## src/rtl/muxn_seq.sv

```systemverilog
// Registered N-to-1 W-bit mux with valid/ready output, manual select or channel scan.
// Optional MUXN_SEQ_PARITY_EN adds z_par, the XOR reduction of the captured z.

module muxn_seq_lane #(
  parameter int W    = 8,
  parameter int SELW = 2,
  parameter int IDX  = 0
) (
  input  logic [SELW-1:0] ch,
  input  logic [W-1:0]    d,
  output logic [W-1:0]    q
);
  assign q = (ch == SELW'(IDX)) ? d : '0;
endmodule

module muxn_seq #(
  parameter  int N         = 4,
  parameter  int W         = 8,
  parameter  int SCAN_HOLD = 1,
  localparam int SELW      = $clog2(N)
) (
  input  logic            clk,
  input  logic            rst,
  input  logic [N*W-1:0]  d,
  input  logic [SELW-1:0] sel,
  input  logic            mode,
  input  logic            in_valid,
  output logic [W-1:0]    z,
  output logic [SELW-1:0] z_ch,
  output logic            z_valid,
  input  logic            z_ready,
  output logic            err
`ifdef MUXN_SEQ_PARITY_EN
  ,output logic           z_par
`endif
);
  localparam int             HCW   = (SCAN_HOLD > 1) ? $clog2(SCAN_HOLD) : 1;
  localparam logic [SELW:0]  N_EXT = (SELW+1)'(N);

  logic [SELW-1:0]       ptr;
  logic [HCW-1:0]        hcnt;
  logic [SELW-1:0]       ch;
  logic                  accept;
  logic                  ch_bad;
  logic [N-1:0][W-1:0]   lane_q;
  logic [W-1:0]          zsel;

  assign accept = in_valid && (!z_valid || z_ready);
  assign ch     = mode ? ptr : sel;
  assign ch_bad = {1'b0, ch} >= N_EXT;

  // Each lane gates its channel onto the OR tree; an out-of-range ch matches no lane and yields 0.
  for (genvar i = 0; i < N; i++) begin : g_lane
    muxn_seq_lane #(.W(W), .SELW(SELW), .IDX(i)) u_lane (
      .ch (ch),
      .d  (d[i*W +: W]),
      .q  (lane_q[i])
    );
  end

  always_comb begin
    zsel = '0;
    for (int i = 0; i < N; i++) zsel |= lane_q[i];
  end

  always_ff @(posedge clk) begin
    if (rst) begin
      z       <= '0;
      z_ch    <= '0;
      z_valid <= 1'b0;
      err     <= 1'b0;
    end else if (accept) begin
      z       <= zsel;
      z_ch    <= ch;
      z_valid <= 1'b1;
      if (ch_bad) err <= 1'b1;
    end else if (z_valid && z_ready) begin
      z_valid <= 1'b0;
    end
  end

`ifdef MUXN_SEQ_PARITY_EN
  always_ff @(posedge clk) begin
    if (rst)         z_par <= 1'b0;
    else if (accept) z_par <= ^zsel;
  end
`endif

  // Scan state is parked at channel 0 whenever manual mode is selected.
  always_ff @(posedge clk) begin
    if (rst || !mode) begin
      ptr  <= '0;
      hcnt <= '0;
    end else if (accept) begin
      if (hcnt == HCW'(SCAN_HOLD-1)) begin
        hcnt <= '0;
        ptr  <= (ptr == SELW'(N-1)) ? '0 : ptr + 1'b1;
      end else begin
        hcnt <= hcnt + 1'b1;
      end
    end
  end

endmodule

```

## config.mk

```make
export PLATFORM = sky130hd
export DESIGN_NAME = muxn_seq
export DESIGN_NICKNAME = d
export VERILOG_FILES = /design/src/rtl/muxn_seq.sv
export SDC_FILE = /design/constraint.sdc
export NUM_CORES = 1
export LEC_CHECK = 0
export CAP_MARGIN = 20
export CELL_PAD_IN_SITES_DETAIL_PLACEMENT = 1
export CELL_PAD_IN_SITES_GLOBAL_PLACEMENT = 2
export CORE_AREA = 5 5 70 72
export DETAILED_ROUTE_END_ITERATION = 12
export DIE_AREA = 0 0 75 77
export PLACE_DENSITY_LB_ADDON = 0.1
export SLEW_MARGIN = 10
export SYNTH_ARGS = -nofsm -noshare
export SYNTH_HDL_FRONTEND = slang
export SYNTH_SLANG_ARGS = --single-unit
```

## constraint.sdc

```tcl
create_clock -name clk -period 2.07 [get_ports clk]
set_input_delay 0.207 -clock clk [delete_from_list [all_inputs] [get_ports clk]]
set_output_delay 0.207 -clock clk [all_outputs]
set_load 0.02 [all_outputs]
```

Yosys cells after proc, flatten, opt, wreduce, memory -nomap -nowiden
Index checks and enable logic that the tools add are counted.
Word-level totals
  word-level logic and storage cells: 33
  register bits: 14
Cells by class
  add/subtract/negate cells: 2
  reductions and logical operators: 9
  bitwise logic cells: 4
  equal/unequal tests: 4
  mux-type cells: 9
Operators with widths (number)
  $mux W8: 4
  $or A8 B8 Y8: 3
  $eq A2 B2 Y1 const B: 3
  $mux W2: 2
  $mux W1: 3
  $add A2 B1 Y2 const B: 1
  $eq A2 B1 Y1 const B: 1
  $logic_and A1 B1 Y1: 2
  $logic_not A1 Y1: 2
  $logic_not A2 Y1: 1
  $logic_or A1 B1 Y1: 2
  $reduce_and A2 Y1: 1
  $reduce_bool A2 Y1: 1
  $add A1 B1 Y1 const B: 1
  $not A1 Y1: 1

Logic depth before layout (Yosys ltp)
Gate-level depths: netlist of run 1.
  word-level depth: 6
  depth in mapped cells: 6
  depth with buffers taken out: 4

Modules after synthesis
Synthesis of run 1 repeated with hierarchy kept, for this count alone.
Unflattened totals
  cells, all modules: 98
  area, all modules: 964.7 µm²
By module, submodules not included
  muxn_seq: times used 1, cells an instance 64, area an instance 651.9 µm²
  muxn_seq_lane (g_lane[1].u_lane ...): times used 2, cells an instance 8, area an instance 70.1 µm²
  muxn_seq_lane (g_lane[0].u_lane): times used 1, cells an instance 10, area an instance 122.6 µm²
  muxn_seq_lane (g_lane[3].u_lane): times used 1, cells an instance 8, area an instance 50.0 µm²

Least setup slack after synthesis of run 1
Ideal clock, no wire load.
  path kind: reg-to-reg
  start point: register z_valid
  end point: register z_ch[1]
  cell stages (with the launch flop): 6
  clock period less this slack: 1271 ps
  slack: 799 ps
  data required time: 1979 ps
  data arrival time: 1180 ps
  path through: dfxtp_1 -> nand2b_1 -> and2_1 -> buf_2 -> buf_2 -> a311oi_1
On the way
  cells in the longest elaborated chain, start to end: 3
RTL lines
  start: declaration: RTL line 30  | output logic z_valid,
  start signal: assignment: RTL line 70  | z_valid <= 1'b0;
  start signal: assignment: RTL line 75  | z_valid <= 1'b1;
  start signal: assignment: RTL line 78  | z_valid <= 1'b0;
  $logic_not A1 Y1: RTL line 48  | assign accept = in_valid && (!z_valid || z_ready);
  $logic_or A1 B1 Y1: RTL line 48
  $logic_and A1 B1 Y1: RTL line 48
  end signal: assignment: RTL line 74  | z_ch <= ch;
  end: declaration: RTL line 29  | output logic [SELW-1:0] z_ch,
Every way passes these cells.
A chain may end at the register's enable or synchronous reset.

Final worst setup path of run 1
  start point: register ptr[0]
  end point: register z[3]
On the way
  cells in the longest elaborated chain, start to end: 6
RTL lines
  start: declaration: RTL line 40  | logic [SELW-1:0] ptr;
  start signal: assignment: RTL line 97  | ptr <= (ptr == SELW'(N-1)) ? '0 : ptr + 1'b1;
  $mux W2 (*): RTL line 49  | assign ch = mode ? ptr : sel;
  $eq A2 B1 Y1 / $logic_not A2 Y1 (equally long branches): RTL line 13  | assign q = (ch == SELW'(IDX)) ? d : '0;
  $mux W8: RTL line 13
  $or A8 B8 Y8 (2 in series): RTL line 63  | for (int i = 0; i < N; i++) zsel |= lane_q[i];
  $or A8 B8 Y8 (*): RTL line 63
  end signal: assignment: RTL line 73  | z <= zsel;
  end: declaration: RTL line 28  | output logic [W-1:0] z,
Mark *: on every way between the ends. The rest lies on a longest branch, timed or not.

==> flow_summary_export.csv, run 1 <==
group,metric,value,unit
yosys,synthCells,95,
timing,fin_tns_setup,0,ps
pwr,p_int,0.5449,mW
timing,worst_hold_slack_after_final_layout,501.7,ps
clocking,clock_sink_count,13,
die,rows,24,
timing,timing.final.ws_setup,460.6,ps
placement,detailed_place.area,1376,µm²
critical_path,timing.critical_path.max_delay_family,"flip-flops",
timing,final_period_minus_worst_setup_slack,1609,ps
die,die_w,75,µm
pwr,power_frac_comb,32.7,%
global_route,global_route.usage.met2,17.77,%
placement,dpl_worst_slack,219.0,ps
pwr,clockPowerShare,29.7,%
clocking,worstSkewPairLatency,240,ps
timing,worst_slew_margin_rel,58.04,%
critical_path,critPathCaptureType,"flip-flop",
final_layout,final_core_util,33.57,%
final_layout,finalInstanceArea,1421,µm²
pwr,power_switching_share,27.81,%
global_route,grtUsageMet1,14.83,%
clocking,cts_inserted_buffers,3,
route,total_via_count_in_the_routed_design,918,
global_route,busiest_layer,"met2",
route,detail_route.first_pass.iterations,4,
final_layout,layout.cells.non_filler,195,
route,final_antenna_net_count,0,
placement,io_buffers,49,
route,post-route-drc-count,0,
die,initial_utilization,19.95,%
global_route,number_of_antenna_violations_at_the_first_check_in_global_routing,0,
global_route,grt_pass1_wl,5092,µm
yosys,ys_ff_latch,13,
outcome,outcome,"completed",
clocking,buffer_depth_of_the_longest_clock_path,2,
global_route,grtUsageMet3,1.961,%
pwr,vdd_ir_drop_max,0.0001455,V
critical_path,worstPathBufferInverterCount,0,
critical_path,worst_path_largest_cell_delay,720,ps
critical_path,arrival,1710,ps
final_layout,nNetsFinal,184,
min_path,min_path_type,"reg -> reg",
clocking,post_cts_hold_buffer_count,0,
route,drtIter0Drc,35,
die,floorplan.core_area,4234,µm²
global_route,grt_max_degree,20,
final_layout,layout-drive-gt1-share,8.392,%
placement,detail_placement_hpwl,2503,µm
route,vias_per_cell,4.708,
yosys,proportion_of_synthesized_chip_area_in_sequential_cells,30.81,%
critical_path,worst_path_required_time,2170,ps
critical_path,path_cells,"mux2i_1 > o22ai_1 > a221oi_1 > a211oi_1",
pwr,p_leak,0.5042,nW
placement,placedCellCount,191,
clocking,clock_tree_from_tritoncts,"done",
route,drt-wirelength-per-cell,15.75,µm
critical_path,cp_max_fo,12,
timing,layout_worst_path_cycle_share,77.75,%
pwr,power.net_switching,0.2100,mW
global_route,vias_in_the_first_global_route,1048,
clocking,clk_pin_slew_worst_paths,60,ps
clocking,root_buffer,"sky130_fd_sc_hd__clkbuf_8",
global_route,grt-ovfl-total,0,
yosys,syn_area_per_cell,8.890,µm²
critical_path,worst-setup-path-type,"reg -> reg",
timing,finalSetupViolCount,0,
clocking,postCtsSetupBuffers,0,
yosys,mappedNetlistArea,844.6,µm²
pwr,report.power.total,0.7549,mW
timing,worst_slew_pin_slew,628.5,ps
timing,rsz0062_at_grt,"no",
timing,fmaxAchievable,621.3,MHz
yosys,synth-warning-count,0,
die,die_height,77,µm
yosys,postSynthNetCount,135,
pwr,pwr_per_cell_area,531.1,nW/µm²
critical_path,worstSetupStartpointType,"flip-flop",
die,die-area,5775,µm²
job,maxCapViolations,0,
placement,gpl.final_weighted_congestion,0.7716,
clocking,cts-resized-gates,0,
die,ports,51,
clocking,cts.htree.levels,1,
timing,final-hold-violation-count,0,
timing,skew,0.9484,ps
route,drt-total-wl,3072,µm
final_layout,fillCellCount,489,
yosys,synth_cell_type_count,26,
final_layout,antenna_cells_inserted,0,
global_route,grt_usage,11.37,%
critical_path,critPathSlowestCell,"sky130_fd_sc_hd__dfxtp_1",
final_layout,area_growth,68.30,%
timing,final_max_slew_viol_count,0,
pwr,seq_power_share,37.5,%
[path summary, 6_finish.rpt]
check / cells after the start / from / end / slack, ps
worst max-delay path: 4 / ptr[0]$_SDFFE_PP0P_ / z[3]$_SDFFE_PP0P_ / 460
worst max register to register: 4 / ptr[0]$_SDFFE_PP0P_ / z[3]$_SDFFE_PP0P_ / 460
worst min register to register: 2 / z_ch[0]$_SDFFE_PP0P_ / z_ch[0]$_SDFFE_PP0P_ / 500
worst min-delay path: 2 / z_ch[0]$_SDFFE_PP0P_ / z_ch[0]$_SDFFE_PP0P_ / 500
[power by group through the flow]
stage	Clock [mW]	Combinational (mW)	Sequential, mW
after floorplan	0	0.0969	0.306
after global placement	0	0.250	0.288
after detailed placement	0	0.250	0.290
after CTS	0.233	0.251	0.284
after global routing	0.244	0.270	0.287
final	0.225	0.247	0.283
[cell usage after synthesis]
cell,instances,share of area (%)
sky130_fd_sc_hd__or3_1,1,0.74
sky130_fd_sc_hd__mux2i_1,12,14
sky130_fd_sc_hd__a211oi_1,8,7.1
sky130_fd_sc_hd__buf_4,2,1.8
sky130_fd_sc_hd__inv_1,3,1.3
sky130_fd_sc_hd__clkbuf_1,1,0.44
sky130_fd_sc_hd__and2_1,1,0.74
sky130_fd_sc_hd__nand2b_1,3,2.2
sky130_fd_sc_hd__ha_1,1,1.5
sky130_fd_sc_hd__o22ai_1,6,4.4
sky130_fd_sc_hd__a22oi_1,1,0.89
sky130_fd_sc_hd__o22ai_4,2,4.7
sky130_fd_sc_hd__nand2_1,6,2.7
sky130_fd_sc_hd__a222oi_1,1,1.2
sky130_fd_sc_hd__dfxtp_1,13,31
sky130_fd_sc_hd__a21oi_1,4,2.4
sky130_fd_sc_hd__a311oi_1,2,2.1
sky130_fd_sc_hd__or2_4,1,1.0
sky130_fd_sc_hd__o22ai_2,1,1.5
sky130_fd_sc_hd__buf_2,4,2.4
sky130_fd_sc_hd__a221oi_1,7,7.3
sky130_fd_sc_hd__nand2b_2,2,2.1
sky130_fd_sc_hd__o21ai_2,1,1.0
sky130_fd_sc_hd__conb_1,1,0.44
sky130_fd_sc_hd__nand3_1,1,0.59
sky130_fd_sc_hd__nor2_1,10,4.4
[worst register-to-register path, stage by stage, from the launching register on]
cell	delay (ps)
sky130_fd_sc_hd__dfxtp_1	720
sky130_fd_sc_hd__mux2i_1	270
sky130_fd_sc_hd__o22ai_1	130
sky130_fd_sc_hd__a221oi_1	240
sky130_fd_sc_hd__a211oi_1	120
[cell families (layout without fill, tap and decap cells)]
kind of cell | count (synthesis) | after routing | share of synthesized area (%)
DFF | 13 | 13 | 30.81
and+or+nand+nor | 25 | 25 | 14.52
adders and majority gates | 1 | 1 | 1.481
AOI/OAI and AO/OA | 33 | 33 | 32.59
buffers and inverters | 10 | 58 | 5.925
muxes | 12 | 12 | 14.22
other | 1 | 1 | 0.4440
[flip-flops by register name, summed over array words and instances, names as in the netlist]
| register | flops |
|---|---|
| z_valid | 1 |
| ptr | 2 |
| z | 8 |
| z_ch | 2 |
[area by class of cell]
class                      instances  area (µm²)  share of cell area [%]
inverter                           3       11.26                  0.7923
multi-input combinational         72       534.3                   37.59
clock buffer                       4       45.04                   3.169
timing repair buffer              51       505.5                   35.56
sequential                        13       260.3                   18.31
tap                               52       65.06                   4.577
[metal layers]
metal,wire length (µm),share of wire [%]
met2,1460,48
met3,192,6.3
met4,48,1.6
met1,1370,45
met5,0,0
[cells in the final DEF (no fill, tap or decap), types with 2 or more instances in the layout]
cell type                          n
sky130_fd_sc_hd__clkdlybuf4s50_1  49
sky130_fd_sc_hd__a311oi_1          2
sky130_fd_sc_hd__o22ai_1           6
sky130_fd_sc_hd__nand2_1           6
sky130_fd_sc_hd__a21oi_1           4
sky130_fd_sc_hd__o22ai_4           2
sky130_fd_sc_hd__buf_4             2
sky130_fd_sc_hd__a211oi_1          8
sky130_fd_sc_hd__nor2_1           10
sky130_fd_sc_hd__nand2b_1          3
sky130_fd_sc_hd__inv_1             3
sky130_fd_sc_hd__mux2i_1          12
sky130_fd_sc_hd__a221oi_1          7
sky130_fd_sc_hd__dfxtp_1          13
sky130_fd_sc_hd__clkbuf_8          3
sky130_fd_sc_hd__nand2b_2          2
No activity file was read; power rests on OpenSTA's default activity.
==> run 2, diff against run 1 <==
CORE_AREA = 5 5 77 79   (was 5 5 70 72)
DIE_AREA = 0 0 82 84   (was 0 0 75 77)
clock period = 1.4 ns   (was 2.07 ns; I/O delays follow)
==> run 2 against run 1 <==
Compared with the run above:
- sequential cell count unchanged
- via count up 5.6%
- sequential share of layout area down 2.1 points
- clock skew up 3.8 ps
- hold slack worse by 100 ps
- die area up 19%
- clock-buffer cell count unchanged
- setup slack worse by 400 ps
- register-to-register slack worse by 370 ps
- cell area up 14%
- largest power group is now combinational logic
==> flow_summary_export.csv, run 2 (same netlist as run 1, synthesis figures left out) <==
group,metric,value,unit
global_route,grt_max_degree,15,
die,die_w,82,µm
final_layout,fillCellCount,625,
clocking,clock_sink_count,13,
route,total_via_count_in_the_routed_design,969,
min_path,holdPathStages,4,
critical_path,critical_path.reg2reg.endpoint,"z[6]$_SDFFE_PP0P_",
final_layout,finalInstanceArea,1617,µm²
global_route,grt_pass1_wl,5195,µm
route,vias_per_cell,4.231,
timing,fmaxAchievable,748.5,MHz
critical_path,rr_worst_depth,4,
critical_path,cp_max_fo,2,
critical_path,worstSetupPathDepth,1,
placement,io_buffers,49,
die,ports,51,
pwr,vdd_ir_drop_max,0.0002384,V
global_route,grt_usage,9.781,%
placement,placedCellCount,225,
critical_path,path_cells,"clkdlybuf4s50_1",
timing,skew,4.774,ps
min_path,min-delay-start,"mode",
route,detail_route.first_pass.iterations,6,
critical_path,worstPathBufferInverterCount,1,
critical_path,worst_path_required_time,1260,ps
die,initial_utilization,16.03,%
timing,layout_worst_path_cycle_share,95.43,%
timing,final_max_slew_viol_count,0,
final_layout,layout.cells.non_filler,229,
min_path,min_path_type,"in -> reg",
critical_path,worstSetupStartpointType,"flip-flop",
global_route,grt-ovfl-total,0,
route,drtIter0Drc,38,
route,final_antenna_net_count,0,
critical_path,worst-setup-path-type,"reg -> out",
placement,gpl.final_weighted_congestion,0.6811,
final_layout,reg.largest.list,"z (8), ptr (2), z_ch (2)",
clocking,clk_pin_slew_worst_paths,60,ps
clocking,cts.htree.levels,1,
pwr,power_switching_share,28.87,%
final_layout,nNetsFinal,198,
outcome,outcome,"completed",
route,drt-total-wl,3332,µm
clocking,post_cts_hold_buffer_count,0,
final_layout,area_growth,91.41,%
pwr,p_int,0.8406,mW
min_path,hold_end,"ptr[1]$_SDFFE_PP0P_",
final_layout,final_cell_mix,"47 x sky130_fd_sc_hd__clkdlybuf4s50_1, 14 x sky130_fd_sc_hd__buf_4, 12 x sky130_fd_sc_hd__mux2i_1",
route,post-route-drc-count,0,
pwr,power_frac_comb,35.6,%
final_layout,layout-drive-gt1-share,19.11,%
critical_path,worst_path_largest_cell_delay,620,ps
route,drt-wirelength-per-cell,14.55,µm
pwr,pwr_per_cell_area,731.0,nW/µm²
critical_path,critPathCaptureType,"output pin",
clocking,root_buffer,"sky130_fd_sc_hd__clkbuf_8",
timing,fin_tns_setup,0,ps
pwr,clockPowerShare,29.3,%
clocking,clock_tree_from_tritoncts,"done",
placement,detailed_place.area,1531,µm²
critical_path,ff2ff_setup_slack,90,ps
clocking,worstSkewPairLatency,240,ps
die,rows,27,
critical_path,critPathSlowestCell,"sky130_fd_sc_hd__clkdlybuf4s50_1",
die,die-area,6888,µm²
die,floorplan.core_area,5270,µm²
placement,detail_placement_hpwl,2830,µm
timing,final-hold-violation-count,0,
final_layout,max_flop_register,"z",
final_layout,max_ffs_per_register,8,
critical_path,timing.critical_path.max_delay_family,"buffers and inverters",
critical_path,worstReg2RegStart,"ptr[1]$_SDFFE_PP0P_",
clocking,postCtsSetupBuffers,0,
job,maxCapViolations,0,
clocking,cts_inserted_buffers,3,
global_route,vias_in_the_first_global_route,1080,
die,die_height,84,µm
global_route,number_of_antenna_violations_at_the_first_check_in_global_routing,0,
pwr,power.net_switching,0.3412,mW
pwr,seq_power_share,35.0,%
timing,final_period_minus_worst_setup_slack,1336,ps
clocking,buffer_depth_of_the_longest_clock_path,2,
pwr,p_leak,0.6094,nW
timing,rsz0062_at_grt,"yes",
critical_path,arrival,1200,ps
final_layout,antenna_cells_inserted,0,
final_layout,final_core_util,30.67,%
timing,finalSetupViolCount,0,
final_layout,layout_commonest_cell,"sky130_fd_sc_hd__clkdlybuf4s50_1",
run 2: changes by cell type in the layout (fill, tap and decap cells not counted), sizes merged:
cell           delta
clkdlybuf4s50     -2
dlymetal6s2s      +2
buf              +14
run 2: repair_timing:
item / in CTS / in global routing
setup endpoints to repair: 8 / 8
gates resized for setup: 1 / 8
pin swaps: 0 / 2
run 2: power groups by stage:
stage | Sequential [mW] | Clock [mW] | Combinational, mW
after floorplan | 0.452 | 0 | 0.143
after global placement | 0.421 | 0 | 0.413
after detailed placement | 0.422 | 0 | 0.414
after CTS | 0.414 | 0.356 | 0.417
after global routing | 0.418 | 0.371 | 0.453
final | 0.414 | 0.347 | 0.421
run 2: layout make-up:
| cell class | count | area (µm²) | share of cell area [%] |
|---|---|---|---|
| tap | 72 | 90.09 | 5.573 |
| clock buffer | 4 | 45.04 | 2.786 |
| sequential | 13 | 262.8 | 16.25 |
| multi-input combinational | 72 | 566.8 | 35.06 |
| timing repair buffer | 65 | 640.6 | 39.63 |
| inverter | 3 | 11.26 | 0.6966 |
run 2: metal layers:
layer	GRT usage, %	part of all wire, %	vias to the layer above
met4	3.625	1.1	0
met1	12.91	46	444
met5	0	0	-
met2	15.06	45	36
li1	-	-	487
met3	2.484	8.1	2
run 2: worst max path at each step:
stage,from,end,slack [ps]
2_1_floorplan,z_valid$_SDFFE_PP0P_,z_ch[1]$_SDFFE_PP0P_,130
3_3_place_gp,mode,z[6]$_SDFFE_PP0P_,-210
3_5_place_dp,mode,z[7]$_SDFFE_PP0P_,-230
4_1_cts,mode,z[3]$_SDFFE_PP0P_,6
5_1_grt,ptr[1]$_SDFFE_PP0P_,z[6]$_SDFFE_PP0P_,-10
6_report,z[7]$_SDFFE_PP0P_,z[7],60
run 2: metrics by stage:
| stage | power [mW] | setup slack (ps) | hold slack, ps |
|---|---|---|---|
| floorplan | 0.5950 | 129.2 | 212.1 |
| global placement | 0.8339 | -214.2 | 487.4 |
| detailed placement | 0.8368 | -230.8 | 496.2 |
| CTS | 1.187 | 6.205 | 497.4 |
| global route | 1.242 | -11.75 | 440.6 |
| finish | 1.182 | 64.04 | 397.7 |
